## src/rtl/piece_scheduler.sv

```systemverilog
// Piece/column scheduler: shares one random word per cycle between the piece
// preview FIFO refill and the garbage-row hole-column client.
module piece_scheduler #(
    parameter int NUM_PIECES = 7,
    parameter int DEPTH      = 2
) (
    input  logic       clk,
    input  logic       reset,
    input  logic [9:0] rnd,
    input  logic       piece_req,
    output logic       piece_ack,
    output logic [2:0] piece_out,
    output logic [2:0] preview,
    output logic       preview_valid,
    input  logic       col_req,
    output logic       col_ack,
    output logic [2:0] col_out
);
    localparam int PW = (DEPTH > 1) ? $clog2(DEPTH) : 1;
    localparam int CW = $clog2(DEPTH + 1);

    logic [2:0]    fifo_q [DEPTH];
    logic [PW-1:0] rd_q, rd_d, wr_q, wr_d;
    logic [CW-1:0] count_q, count_d;
    logic [2:0]    last_q, last_d;
    logic          norep_q, norep_d;
    logic          rr_q, rr_d;
    logic          piece_ack_q, piece_ack_d;
    logic [2:0]    piece_out_q, piece_out_d;
    logic          col_ack_q, col_ack_d;
    logic [2:0]    col_out_q, col_out_d;

    logic       pop, push, refill_want, col_want, grant_refill, grant_col;
    logic [2:0] cand;
    logic       cand_legal, cand_repeat;

    always_comb begin
        pop         = piece_req && (count_q != '0) && !piece_ack_q;
        refill_want = (count_q < CW'(DEPTH)) || pop;
        col_want    = col_req && !col_ack_q;
        // rr_q set means COL is favoured on the next contested cycle
        grant_refill = refill_want && (!col_want || !rr_q);
        grant_col    = col_want && (!refill_want || rr_q);
        rr_d         = (refill_want && col_want) ? ~rr_q : rr_q;

        cand        = rnd[2:0];
        cand_legal  = (32'(cand) < NUM_PIECES);
        cand_repeat = (cand == last_q);
        push        = grant_refill && cand_legal && !(cand_repeat && !norep_q);

        last_d  = last_q;
        norep_d = norep_q;
        if (grant_refill && cand_legal) begin
            if (cand_repeat && !norep_q) begin
                norep_d = 1'b1;
            end else begin
                norep_d = 1'b0;
                last_d  = cand;
            end
        end

        rd_d    = rd_q;
        wr_d    = wr_q;
        count_d = count_q;
        if (pop) begin
            rd_d = (rd_q == PW'(DEPTH - 1)) ? '0 : rd_q + 1'b1;
        end
        if (push) begin
            wr_d = (wr_q == PW'(DEPTH - 1)) ? '0 : wr_q + 1'b1;
        end
        if (push && !pop) begin
            count_d = count_q + 1'b1;
        end else if (pop && !push) begin
            count_d = count_q - 1'b1;
        end

        piece_ack_d = pop;
        piece_out_d = pop ? fifo_q[rd_q] : piece_out_q;
        col_ack_d   = grant_col;
        col_out_d   = grant_col ? rnd[9:7] : col_out_q;
    end

    // Write into the tail slot; when full with a pop, that slot is the head
    // being read out this same cycle, so ordering is preserved.
    genvar gi;
    generate
        for (gi = 0; gi < DEPTH; gi++) begin : g_slot
            always_ff @(posedge clk) begin
                if (reset) begin
                    fifo_q[gi] <= 3'd0;
                end else if (push && (wr_q == PW'(gi))) begin
                    fifo_q[gi] <= cand;
                end
            end
        end
    endgenerate

    always_ff @(posedge clk) begin
        if (reset) begin
            rd_q        <= '0;
            wr_q        <= '0;
            count_q     <= '0;
            last_q      <= 3'd7;
            norep_q     <= 1'b0;
            rr_q        <= 1'b0;
            piece_ack_q <= 1'b0;
            piece_out_q <= 3'd0;
            col_ack_q   <= 1'b0;
            col_out_q   <= 3'd0;
        end else begin
            rd_q        <= rd_d;
            wr_q        <= wr_d;
            count_q     <= count_d;
            last_q      <= last_d;
            norep_q     <= norep_d;
            rr_q        <= rr_d;
            piece_ack_q <= piece_ack_d;
            piece_out_q <= piece_out_d;
            col_ack_q   <= col_ack_d;
            col_out_q   <= col_out_d;
        end
    end

    assign piece_ack     = piece_ack_q;
    assign piece_out     = piece_out_q;
    assign col_ack       = col_ack_q;
    assign col_out       = col_out_q;
    assign preview_valid = (count_q != '0);
    assign preview       = (count_q != '0) ? fifo_q[rd_q] : 3'd0;

endmodule

```

## config.mk

```make
export PLATFORM = sky130hd
export DESIGN_NAME = piece_scheduler
export DESIGN_NICKNAME = d
export VERILOG_FILES = /design/src/rtl/piece_scheduler.sv
export SDC_FILE = /design/constraint.sdc
export NUM_CORES = 1
export LEC_CHECK = 0
export BUFFER_PORTS_ARGS = -buffer_cell sky130_fd_sc_hd__buf_2
export CAP_MARGIN = 25
export CELL_PAD_IN_SITES_DETAIL_PLACEMENT = 1
export CELL_PAD_IN_SITES_GLOBAL_PLACEMENT = 2
export CORE_ASPECT_RATIO = 0.7
export CORE_MARGIN = 4
export CORE_UTILIZATION = 34
export DETAILED_ROUTE_END_ITERATION = 6
export PLACE_DENSITY_LB_ADDON = 0.08
export SLEW_MARGIN = 20
export SYNTH_ARGS = -nofsm -noshare
export SYNTH_HDL_FRONTEND = slang
export SYNTH_SLANG_ARGS = --single-unit
```

## constraint.sdc

```tcl
create_clock -name clk -period 3.68 [get_ports clk]
set_input_delay 0.184 -clock clk [delete_from_list [all_inputs] [get_ports clk]]
set_output_delay 0.184 -clock clk [all_outputs]
set_load 0.05 [all_outputs]
```

# == After elaboration in Yosys (flattened, before gate mapping) ==
# Memories as Yosys holds them, arrays and structs flattened. A register that Yosys moved wholly into a read port is not among the register bits.
# Cells that the tools add are included.
# W data, S select, Z words.
# op_classes
eq_ne,1
order_cmp,2
shift,0
muxes,18
n_div,0
n_mul,0
reduce_logical,28
n_bitwise,5
addsub,4
# ops
op,n
$logic_and A1 B1 Y1,13
$mux W1,13
$logic_not A1 Y1,9
$mux W3,3
$mux W2,2
$reduce_bool A2 Y1,2
$eq A3 B3 Y1,1
$logic_or A1 B1 Y1,3
$lt A3 B3 Y1 const B,1
$not A1 Y1,3
$add A1 B1 Y1 const B,2
$add A2 B1 Y2 const B,1
$lt A2 B2 Y1 const B,1
$or A1 B1 Y1,2
$reduce_and A2 Y1,1
$sub A2 B1 Y2 const B,1
# word_totals
regBits,17
out_inout_bits,12
romBits,0
n_memories,1
inputBits,14
mem_bits_rw,6
latchBits,0
# memory_table
name,words,width,read_ports,rd_ports_with_merged_regs,write_ports,line,source
fifo_q,2,3,1,1,2,22,logic [2:0] fifo_q [DEPTH];

# == Longest topological paths before layout ==
# logic_depth
word_depth,12
ltp_mapped,8
ltp_nobuf,8

# == Least setup slack after synthesis ==
# No wires, ideal clock.
# synth_path
path_type,reg2reg
from,register col_ack_q (netlist: col_ack)
to,register count_q[1]
setup_ns,0.071
arrival_time_ns,2.310
required_time_ns,3.609
period_less_slack_ns,2.381
path_slack_ns,1.299
path_stages_with_launch,8
cell_sequence,dfxtp_1 > nor2b_1 > a221oi_4 > or2b_1 > inv_1 > ha_1 > or3_1 > a21oi_1
# synth_via
elab_chain_cells,10
word_cells_on_any_way,12
classes_between,mux (1); reduce/logical (11)
# synth_rtl
item,line,source
start: declaration,30,"logic col_ack_q, col_ack_d;"
start signal: assignment,119,col_ack_q <= col_ack_d;
$logic_not A1 Y1 *,40,col_want = col_req && !col_ack_q;
$logic_and A1 B1 Y1 *,40,
$logic_not A1 Y1 *,42,grant_refill = refill_want && (!col_want || !rr_q);
$logic_or A1 B1 Y1 *,42,
$logic_and A1 B1 Y1 *,42,
$logic_and A1 B1 Y1 * (2 in a row),49,push = grant_refill && cand_legal && !(cand_repeat && !norep_q);
$logic_not A1 Y1,73,end else if (pop && !push) begin
$logic_and A1 B1 Y1,73,
$reduce_bool A2 Y1 (no source line),-,
end signal: assignment,113,count_q <= count_d;
end: declaration,24,"logic [CW-1:0] count_q, count_d;"
# Mark *: on every way between the ends. The rest lies on a longest branch, timed or not.
# A chain may end at the register's enable or synchronous reset.

# == Worst setup path in the final report ==
# layout_path
from,register piece_ack_q (netlist: piece_ack)
to,register count_q[1]
# layout_via
elab_chain_cells,9
word_cells_on_any_way,12
classes_between,mux (1); reduce/logical (11)
# layout_rtl
item,line,source
start: declaration,28,"logic piece_ack_q, piece_ack_d;"
start signal: assignment,117,piece_ack_q <= piece_ack_d;
$logic_not A1 Y1 *,38,pop = piece_req && (count_q != '0) && !piece_ack_q;
$logic_and A1 B1 Y1 *,38,
$logic_or A1 B1 Y1,39,refill_want = (count_q < CW'(DEPTH)) || pop;
$logic_and A1 B1 Y1,42,
$logic_and A1 B1 Y1 (2 in a row),49,
$logic_not A1 Y1,73,
$logic_and A1 B1 Y1,73,
$reduce_bool A2 Y1 (no source line),-,
# Marks and branches as above.

==> run_results.csv <==
group,metric,value,unit
clocking,cts_max_level,1,
logic_synthesis,synth_cell_types,30,
sta,worst_slew_pin_slew,0.422,ns
floorplan,core-area,2880,um^2
cells_and_area,fin_nets,143,
sta,fmax,444,MHz
sta,slew_violations,0,
worst_setup_path,reg2regPathDepth,7,
floorplan,io-pin-count,26,
logic_synthesis,ys_ff_latch,24,
placed_design,dpl.cell_count,159,
hold_path,min_path_type,"input pin to flop",
sta,rsz0062_at_grt,"false",
sta,hold_viol,0,
grt,antenna_found_initial,0,
clocking,post_cts_buffers,0,
grt,grt.total_usage,0.122,
power,p_leak,0.539,nW
cells_and_area,multi_input_area,483,um^2
hold_path,min_from,"rnd[9]",
floorplan,die_h,54.6,um
placed_design,globalplace.congestion,0.684,
sta,post-route-min-period,2.25,ns
clocking,numCtsBuffers,3,
clocking,clk_latency,0.26,ns
floorplan,die_area,4070,um^2
sta,slew_headroom,0.719,
routing,wl_per_cell,13.4,um
worst_setup_path,crit_type,"flop to flop",
worst_setup_path,end_kind,"flop",
floorplan,die_w,74.5,um
clocking,cts_root_buf,"clkbuf_8",
sta,fin_crit_sh,0.612,
sta,setup_tns,0,ns
floorplan,start_util,0.365,
logic_synthesis,synthCells,104,
routing,wl,2180,um
hold_path,min_path_cells,3,
routing,dr.pass1.iters,4,
routing,post-route-drc-count,0,
cells_and_area,fillers,347,
power,fin_total_pwr,1.00,mW
sta,setup_viol,0,
sta,skew,0.00225,ns
clocking,hold_buffers,0,
cells_and_area,stdcell_count,163,
cells_and_area,drive_above_1_share,0.283,
worst_setup_path,ff2ff_setup_slack,1.43,ns
placed_design,port_buffers,21,
power,ir_worst_vdd,267,uV
cells_and_area,area_growth,17.8,%
cells_and_area,seqCellArea,541,um^2
logic_synthesis,syn-cell-area,1050,um^2
clocking,clk_transition_reported_paths,0.08,ns
routing,drt-initial-drc-count,31,
worst_setup_path,start_kind,"flop",
logic_synthesis,yosys_warnings,0,
grt,first_global_vias,835,
routing,dr_total_vias,808,
grt,grt_pass1_wl,3680,um
logic_synthesis,syn_nets,119,
routing,via_per_inst,4.96,
logic_synthesis,syn_area_per_cell,10.1,um^2
clocking,cts_resized,0,
worst_setup_path,r2r_end,"count_q[1]",
clocking,clock_sinks,24,
power,powerDensity,807,nW/um^2
worst_setup_path,r2r-start,"piece_ack",
clocking,clock_path_buffers,2,
routing,drtAntennaViolNets,0,
grt,grt_overflow_total,0,
floorplan,num_rows,16,
clocking,cts_tree,"done",
job,maxCapViolCount,0,
grt,grt_max_degree,25,
cells_and_area,n_antenna_cell,0,
worst_setup_path,required,3.88,ns
logic_synthesis,ys_seq_area_frac,0.513,
worst_setup_path,worstPathArrival,2.45,ns
hold_path,whs_endpoint,"col_out[2]",
placed_design,dp_hpwl,1690,um
status,outcome,"complete, no violations",
worst_setup_path,path_max_fanout,9,
critical path, stage by stage, from the launching register on:
cell and delay (ns):
dfxtp_1 0.32, nand2b_4 0.17, a221oi_4 0.43, or2b_1 0.33, inv_1 0.15, ha_1 0.28
or3_1 0.37, a21oi_1 0.14
cells by family after synthesis:
logic type | after synthesis | share of synthesized area
DFF | 24 | 0.513
adders and majority gates | 1 | 0.0119
and+or+nand+nor | 40 | 0.210
buffers and inverters | 8 | 0.0285
AOI/OAI and AO/OA | 21 | 0.150
muxes | 3 | 0.0285
xor gates and xnor gates | 7 | 0.0582
cells in the final DEF (no fill, tap or decap), types with 2 or more instances in the layout:
cell type	instances
edfxtp_1	6
a211oi_1	3
nand2_1	3
nor2_1	16
inv_1	6
xnor2_1	2
nand2b_1	2
a21oi_1	6
and2b_2	3
nor3_1	5
o21ai_0	5
nand3_1	3
xor2_1	5
a211o_2	3
buf_2	21
dfxtp_1	18
mux2i_1	3
clkbuf_8	3
power by group:
| group | switching [mW] | total (mW) | internal (mW) |
|---|---|---|---|
| clock network | 0.0802 | 0.155 | 0.0745 |
| registers | 0.0547 | 0.402 | 0.347 |
| logic | 0.296 | 0.445 | 0.150 |
| total | 0.430 | 1.00 | 0.572 |
metal layers:
layer,vias to the layer above,share of wire,global-route usage,wire [um]
met1,384,0.46,0.148,1000
met4,0,0.0037,0.0266,8
li1,404,-,-,-
met3,2,0.051,0.0385,111
met2,18,0.49,0.214,1060
met5,-,0,0,0
synth_stat cells:
master / instances / share of area
or2b_1: 1 / 0.0071
and2b_2: 3 / 0.025
xnor2_1: 2 / 0.017
inv_1: 6 / 0.021
o21bai_1: 1 / 0.0071
a21o_2: 1 / 0.0083
or3_1: 1 / 0.0059
edfxtp_1: 6 / 0.17
nand2b_1: 2 / 0.012
nand2_1: 3 / 0.011
a21oi_1: 6 / 0.029
a211o_2: 3 / 0.029
mux2i_1: 3 / 0.029
or4b_4: 1 / 0.013
a221oi_4: 1 / 0.025
and3_4: 1 / 0.011
nor3_1: 5 / 0.024
dfxtp_1: 18 / 0.34
a211oi_1: 3 / 0.021
a21o_1: 1 / 0.0071
o21ai_0: 5 / 0.024
clkbuf_1: 2 / 0.0071
nor4_1: 1 / 0.0059
xor2_1: 5 / 0.042
nor2_2: 1 / 0.0059
nor2b_1: 1 / 0.0059
nand2b_4: 1 / 0.013
nand3_1: 3 / 0.014
nor2_1: 16 / 0.057
ha_1: 1 / 0.012
registers in the layout (all words and copies together) (netlist names), named ones only:
name	flops
count_q	2
last_q	3
col_out	3
wr_q	1
piece_out	3
norep_q	1
piece_ack	1
col_ack	1
rd_q	1
rr_q	1
fifo_q	6
per-stage QoR:
step / util / worst slack (ns) / hold slack, ns / instance area [um^2]
CTS: 0.431 / 1.40 / 0.157 / 1240
floorplan: - / 1.30 / 0.279 / 1050
detailed placement: 0.415 / 1.42 / 0.446 / 1200
global placement: 0.415 / 1.47 / 0.438 / 1200
finish: 0.431 / 1.43 / 0.162 / 1240
global route: 0.431 / 1.24 / 0.181 / 1240
cell type report:
class | count | area share
clock buffers | 3 | 0.0333
clock inverters | 1 | 0.00302
inverters | 6 | 0.0181
repair buffers | 21 | 0.0847
multi-input cells | 72 | 0.389
well taps | 36 | 0.0363
flip-flops and latches | 24 | 0.435
worst max path at each step:
stage	startpoint	to	slack [ns]	cells after the start
2_1_floorplan	col_ack	count_q[1]	1.30	7
3_3_place_gp	piece_ack	count_q[1]	1.47	7
3_5_place_dp	piece_ack	count_q[1]	1.42	7
5_1_grt	piece_ack	count_q[1]	1.24	7
4_1_cts	piece_ack	count_q[1]	1.40	7
6_report	piece_ack	count_q[1]	1.43	7
Note: power is estimated with default switching activity, not from simulation.
